### src/rtl/ifetch_stage_pkg.sv
// Shared definitions for the instruction fetch stage: opcodes, fetch FSM
// states and the default reset vector.
package ifetch_stage_pkg;

   localparam logic [31:0] RESET_PC_DEFAULT = 32'h0000_0000;

   localparam logic [5:0] OP_RTYPE = 6'b000000;
   localparam logic [5:0] OP_J     = 6'b000010;
   localparam logic [5:0] OP_BEQ   = 6'b000100;
   localparam logic [5:0] OP_ADDI  = 6'b001000;
   localparam logic [5:0] OP_LW    = 6'b100011;
   localparam logic [5:0] OP_SW    = 6'b101011;

   typedef enum logic [1:0] {
      ST_IDLE  = 2'd0,
      ST_FETCH = 2'd1,
      ST_VALID = 2'd2
   } fetch_state_t;

endpackage

### src/rtl/ifetch_stage_npc_calc.sv
// Next-PC selection for the held instruction: jump beats taken branch,
// otherwise fall through to pc_plus4.
module npc_calc
   import ifetch_stage_pkg::*;
(
   input  logic [31:0] pc_plus4,
   input  logic [31:0] instr,
   input  logic        jump,
   input  logic        branch,
   input  logic        zero,
   output logic [31:0] next_pc
);

   logic [31:0] jump_target;
   logic [31:0] branch_target;
   logic        unused_opcode;

   assign jump_target   = {pc_plus4[31:28], instr[25:0], 2'b00};
   assign branch_target = pc_plus4 + {{14{instr[15]}}, instr[15:0], 2'b00};
   assign unused_opcode = ^instr[31:26];

   always_comb begin
      next_pc = pc_plus4;
      if (jump)
         next_pc = jump_target;
      else if (branch && zero)
         next_pc = branch_target;
   end

endmodule

### src/rtl/ifetch_stage.sv
// Instruction fetch stage: requests one word at pc, holds it until the
// downstream consumes it, then advances pc through npc_calc.
//
// state    | meaning
// ---------+-----------------------------------------------------------
// ST_IDLE  | one cycle after reset release, no request
// ST_FETCH | imem_req high at imem_addr=pc, waiting for imem_ready
// ST_VALID | instr held with instr_valid high, waiting for stall=0
module ifetch_stage
   import ifetch_stage_pkg::*;
#(
   parameter logic [31:0] RESET_PC = RESET_PC_DEFAULT
) (
   input  logic        clk,
   input  logic        rst,
   input  logic        stall,
   input  logic        jump,
   input  logic        branch,
   input  logic        zero,
   output logic        imem_req,
   output logic [31:0] imem_addr,
   input  logic        imem_ready,
   input  logic [31:0] imem_rdata,
   output logic [31:0] instr,
   output logic [5:0]  opcode,
   output logic        instr_valid,
   output logic [31:0] pc_plus4
);

   localparam logic [31:0] START_PC = {RESET_PC[31:2], 2'b00};

   fetch_state_t state;
   logic [31:0]  pc;
   logic [31:0]  next_pc;

   assign imem_addr = pc;
   assign pc_plus4  = pc + 32'd4;
   assign opcode    = instr[31:26];

   npc_calc u_npc_calc (
      .pc_plus4 (pc_plus4),
      .instr    (instr),
      .jump     (jump),
      .branch   (branch),
      .zero     (zero),
      .next_pc  (next_pc)
   );

   always_ff @(posedge clk) begin
      if (rst) begin
         state       <= ST_IDLE;
         pc          <= START_PC;
         instr       <= 32'd0;
         instr_valid <= 1'b0;
         imem_req    <= 1'b0;
      end else begin
         case (state)
            ST_IDLE: begin
               state    <= ST_FETCH;
               imem_req <= 1'b1;
            end
            ST_FETCH: begin
               if (imem_ready) begin
                  instr       <= imem_rdata;
                  instr_valid <= 1'b1;
                  imem_req    <= 1'b0;
                  state       <= ST_VALID;
               end
            end
            ST_VALID: begin
               // jump/branch/zero only matter in the consuming cycle
               if (!stall) begin
                  pc          <= {next_pc[31:2], 2'b00};
                  instr_valid <= 1'b0;
                  imem_req    <= 1'b1;
                  state       <= ST_FETCH;
               end
            end
            default: begin
               state    <= ST_IDLE;
               imem_req <= 1'b0;
            end
         endcase
      end
   end

endmodule

### config.mk
export PLATFORM = sky130hd
export DESIGN_NAME = ifetch_stage
export DESIGN_NICKNAME = d
export VERILOG_FILES = /design/src/rtl/ifetch_stage_pkg.sv /design/src/rtl/ifetch_stage_npc_calc.sv /design/src/rtl/ifetch_stage.sv
export SDC_FILE = /design/constraint.sdc
export NUM_CORES = 1
export LEC_CHECK = 0
export ABC_AREA = 1
export CAP_MARGIN = 10
export CORE_MARGIN = 2
export CORE_UTILIZATION = 25
export DETAILED_ROUTE_END_ITERATION = 6
export PLACE_DENSITY_LB_ADDON = 0.3
export SYNTH_ARGS = -nofsm -noshare
export SYNTH_HDL_FRONTEND = slang
export SYNTH_SLANG_ARGS = --single-unit
export TNS_END_PERCENT = 5
### constraint.sdc
create_clock -name clk -period 2.9 [get_ports clk]
set_input_delay 0.29 -clock clk [delete_from_list [all_inputs] [get_ports clk]]
set_output_delay 0.29 -clock clk [all_outputs]
set_load 0.01 [all_outputs]
== After elaboration in Yosys (flattened, before gate mapping) ==
Cells that the tools add are included.
Storage, ports and cells
  bits in registers: 66
  bits of input ports: 39
Operators by class
  add/sub/neg operators: 2
  equality and inequality tests: 4
  multiplexer cells: 11
  bitwise operators: 1
  reduce and logical (&&, ||, !) cells: 7
Operators with widths (count)
  32-bit 2-to-1 mux: 2
  32-bit by 3-bit adder with 32-bit output (second input constant): 1
  32-bit adder: 1
  2-bit one-hot mux with 3 select lines: 1
  2-bit AND reduction: 3
  1-bit 2-to-1 mux: 4
  2-bit 2-to-1 mux: 2
  2-bit inequality test (second input constant): 2
  1-bit one-hot mux with 3 select lines: 1
  3-bit AND reduction: 1
  2-bit by 1-bit equality test with 1-bit output (second input constant): 1
  2-bit equality test (second input constant): 1
  2-bit logical NOT: 1
  1-bit one-hot mux with 2 select lines: 1
  2-bit nonzero test: 1
  1-bit logical AND: 1
  1-bit NOT: 1

== Logic depth before layout (Yosys ltp) ==
  depth in word-level cells: 4
  gate-level depth with buffers: 24
  depth with buffers taken out: 24

== Modules after synthesis ==
From an unflattened synthesis, not the netlist that was laid out.
Second synthesis, totals
  cell total of the unflattened synthesis: 1021
  area total of the unflattened synthesis: 6002.0 um^2
By module, submodules not included
  ifetch_stage: times used 1, cells each 462, area each 3243.1 um^2
  npc_calc: times used 1, cells each 559, area each 2758.9 um^2

== Least setup slack after synthesis ==
OpenSTA, ideal clock, no wires.
  path kind: reg2reg
  from: register pc[2], in the netlist imem_addr[2]
  to: register pc[30], in the netlist imem_addr[30]
  library setup time: 0.134 ns
  data arrival time: 2.667 ns
  required time: 2.766 ns
  slack: 0.099 ns
  stages on the path, launching flop included: 21
  path buffers: 0
  clock period less this slack: 2.801 ns
  cells stage by stage: dfxtp_1 > ha_1 > nand2_1 > nor2_2 > nand2_1 > nor3b_2 > xnor2_1 > inv_1 > ha_1 > nand2_1 > inv_1 > nand2_1 > nand2_1 > a21oi_1 > nor2_1 > nor2_1 > nand2_1 > nand2_1 > nand3_1 > nand2_1 > a21oi_1
On the way
  cells in the longest elaborated chain, start to end: 4
Ends and longest elaborated chain
  start, declared: RTL line ifetch_stage.sv:33  | logic [31:0] pc;
  start signal, assigned: RTL line ifetch_stage.sv:73  | pc <= {next_pc[31:2], 2'b00};
  32-bit by 3-bit adder with 32-bit output: RTL line ifetch_stage.sv:37  | assign pc_plus4 = pc + 32'd4;
  via pc_plus4[16]: RTL line ifetch_stage.sv:27  | output logic [31:0] pc_plus4
  32-bit adder: RTL line ifetch_stage_npc_calc.sv:19  | assign branch_target = pc_plus4 + {{14{instr[15]}}, instr[15:0], 2'b00};
  32-bit 2-to-1 mux: RTL line ifetch_stage_npc_calc.sv:26  | else if (branch && zero)
  32-bit 2-to-1 mux: RTL line ifetch_stage_npc_calc.sv:24  | if (jump)
The timed path passes the listed nets, and every way through them passes these cells.
A chain may end at the register's enable or synchronous reset.

== Worst setup path in the final report ==
  from: register pc[3], in the netlist imem_addr[3]
  to: register pc[27], in the netlist imem_addr[27]
On the way
  cells in the longest elaborated chain, start to end: 4
Ends and longest elaborated chain (RTL line)
  32-bit by 3-bit adder with 32-bit output (*): ifetch_stage.sv:37
  32-bit adder: ifetch_stage_npc_calc.sv:19
  32-bit 2-to-1 mux (*): ifetch_stage_npc_calc.sv:26
  32-bit 2-to-1 mux (*): ifetch_stage_npc_calc.sv:24
Mark *: on every way between the ends. The rest lies on a longest branch, timed or not.

==> impl_metrics.yaml <==
setup_path:
  cp_max_fo: 4
  crit_path_start_kind: "flip-flop"
  path_class: "flip-flop to flip-flop"
  crit_arrival_ns: 3.07
  cpMostUsedCell: "nand2_1"
  rr_worst_depth: 21
  critPathBufInv: 3
  max_stage_delay_ns: 0.36
  endpoint_kind: "flip-flop"
  cp-startpoint: "imem_addr[3]$_SDFFE_PP0P_"
  crit_cells: 21
  worstPathCellList: "ha_4, nand2_2, nor2_4, nand2_2, nor3b_2, xnor2_1, inv_1, ha_4, buf_6, nand2_4, nor2_4, buf_6, nand2_4, nor3_4, nand2_1, nand3_1, nand2_1, nand3_2, nand2_1, nand2_1, a21oi_1"
  critPathTopFamily: "simple AND/OR/NAND/NOR gates"
  r2r_start: "imem_addr[3]$_SDFFE_PP0P_"
  cp.required_ns: 3.13
  cp_slowest_cell: "dfxtp_2"
synth:
  synth_area_um2: 5840
  synthTopCellsByArea: "dfxtp_1 22%, nand2_1 18%, inv_1 10%"
  yosys-top-cells-count: "274 x nand2_1, 159 x inv_1, 117 x a21oi_1"
  yosysUniqueCellTypes: 41
  synth.avg_cell_area_um2: 5.90
  synth_top_area_share_pct: 22.3
  yosysMostFrequentCell: "nand2_1"
  async_reset_ff_share_pct: 0
  yosysWarnings: 0
  seq_area_frac_synth_pct: 22.3
  ys_ff_latch: 65
  ys.flop_type: "dfxtp_1"
  synthCells: 989
  synth-edff-count: 0
  yosysTopAreaCell: "dfxtp_1"
pwr:
  p_per_area_nw_per_um2: 282
  p_total_mw: 2.85
  irDropWorstVdd_v: 0.000242
  p_leak_nw: 4.44
layout:
  layout.nets: 1351
  diodes: 0
  drive_gt1_share_pct: 31.9
  postLayoutCoreUtil_pct: 44.3
  area_growth_pct: 72.8
  design_area_um2: 10100
  stdcell_count: 1593
worst_hold_path:
  holdPathStages: 2
  min_from: "instr[31]$_SDFFE_PP0P_"
  worstHoldPathType: "flip-flop to flip-flop"
placement:
  place_area_um2: 8600
  pre_cts_slack_ns: -0.274
  dpl.hpwl_um: 20500
  portBuffers: 138
  place_congestion: 0.925
  dp.cells: 1561
clock_network:
  ctsHoldBuffers: 0
  clk_latency_ns: 0.35
  cts_num_sinks: 65
  h-tree-depth: 3
  cts_tree: "built"
  path_clk_slew_ns: 0.06
  root_buffer: "clkbuf_16"
  cts_buffers: 9
  clock_path_buffers: 2
global_route:
  grt_pass1_wl_um: 38400
  grt.overflow.total: 0
  grt_max_degree: 48
  antenna_found_initial: 0
  grtUsageTotal_pct: 20.6
  grt_pass1_vias: 7044
sta:
  rsz0062_at_grt: "yes"
  fin_crit_sh_pct: 98.1
  tns_ns: 0
  hold_viol_final: 0
  max_freq_mhz: 351
  relSlewSlack_pct: 50.8
  tightestPinTransition_ns: 0.738
  setup_viol: 0
  worst_slack_ns: 0.0541
  period_needed_ns: 2.85
  slew_violations: 0
  fin_skew_ns: 0.0117
  holdWs_ns: 0.458
route:
  vias: 7414
  drt-pass1-iter-count: 5
  drc: 0
  detail_route.iter0.violations: 338
  routed_wl_um: 26000
  postRouteAntennaNets: 0
  wl_per_cell_um: 16.3
  viasPerCell: 4.65
die:
  die_y_um: 157
  row_count: 55
  core_area_um2: 22800
  initial_utilization_pct: 25.6
  pin_count: 143
  fp.dieW_um: 157
  die-area_um2: 24600
flow_run:
  max-cap-violations: 0
status:
  status: "finished clean"
## metal layers
| metal | GRT usage (%) | wire length [um] |
|---|---|---|
| met5 | 0 | 0 |
| met4 | 7.65 | 681 |
| met3 | 2.85 | 1460 |
| met2 | 35.4 | 12600 |
| met1 | 26.0 | 11300 |
## kinds of logic after synthesis
| family | count (synthesis) | synth area share [%] |
|---|---|---|
| AND/OR/NAND/NOR | 457 | 33.4 |
| AO/OA/AOI/OAI | 205 | 18.7 |
| buffers and inverters | 198 | 13.7 |
| flip-flops | 65 | 22.3 |
| adder cells (fa/ha/maj) | 37 | 8.06 |
| XOR/XNOR | 26 | 3.90 |
| other | 1 | 0.0642 |
## report_power, final
part	switching [mW]	internal (mW)
logic	0.341	0.335
clock network	0.465	0.717
registers	0.0523	0.937
## sequential cells by signal, indices dropped and copies added (netlist names)
register and cells:
instr 32, instr_valid 1, imem_addr 30, state 2
## tightest hold or removal path: stages (launching register included)
cell and delay, ns:
dfxtp_1 0.31, inv_1 0.05, a21oi_1 0.05
## path summary, 6_finish.rpt
| kind | to | slack (ns) |
|---|---|---|
| worst max-delay path | imem_addr[27]$_SDFFE_PP0P_ | 0.05 |
| worst min-delay path | instr[31]$_SDFFE_PP0P_ | 0.46 |
| worst max register to register | imem_addr[27]$_SDFFE_PP0P_ | 0.05 |
| worst min register to register | instr[31]$_SDFFE_PP0P_ | 0.46 |
## cells in the final DEF, fill, tap and decap left out, drive strengths merged, types with 8 or more instances in the layout
cell           Yosys  final
a21oi            120    120
buf               14    169
clkbuf            20     11
clkdlybuf4s50      0    138
dfxtp             65     65
ha                36     36
inv              162    163
nand2            280    280
nand3             61     61
nand4              8      8
nor2              81     81
nor3              14     14
o21ai             65     65
xnor2              9      9
xor2              17     17
## cell type report
class,instances,area [um2]
flip-flops and latches,65,1330
inverters,163,617
well taps,313,392
repair buffers,307,2690
fillers,2408,12700
clock buffers,11,253
multi-input cells,729,4750
clock inverters,5,62.6
## what timing repair did
action,in CTS,in global routing
pin swaps,9,66
resized for setup,51,202
buffers inserted,3,13
endpoints found under the setup margin,20,25
Power figures use the tool's default switching activity.
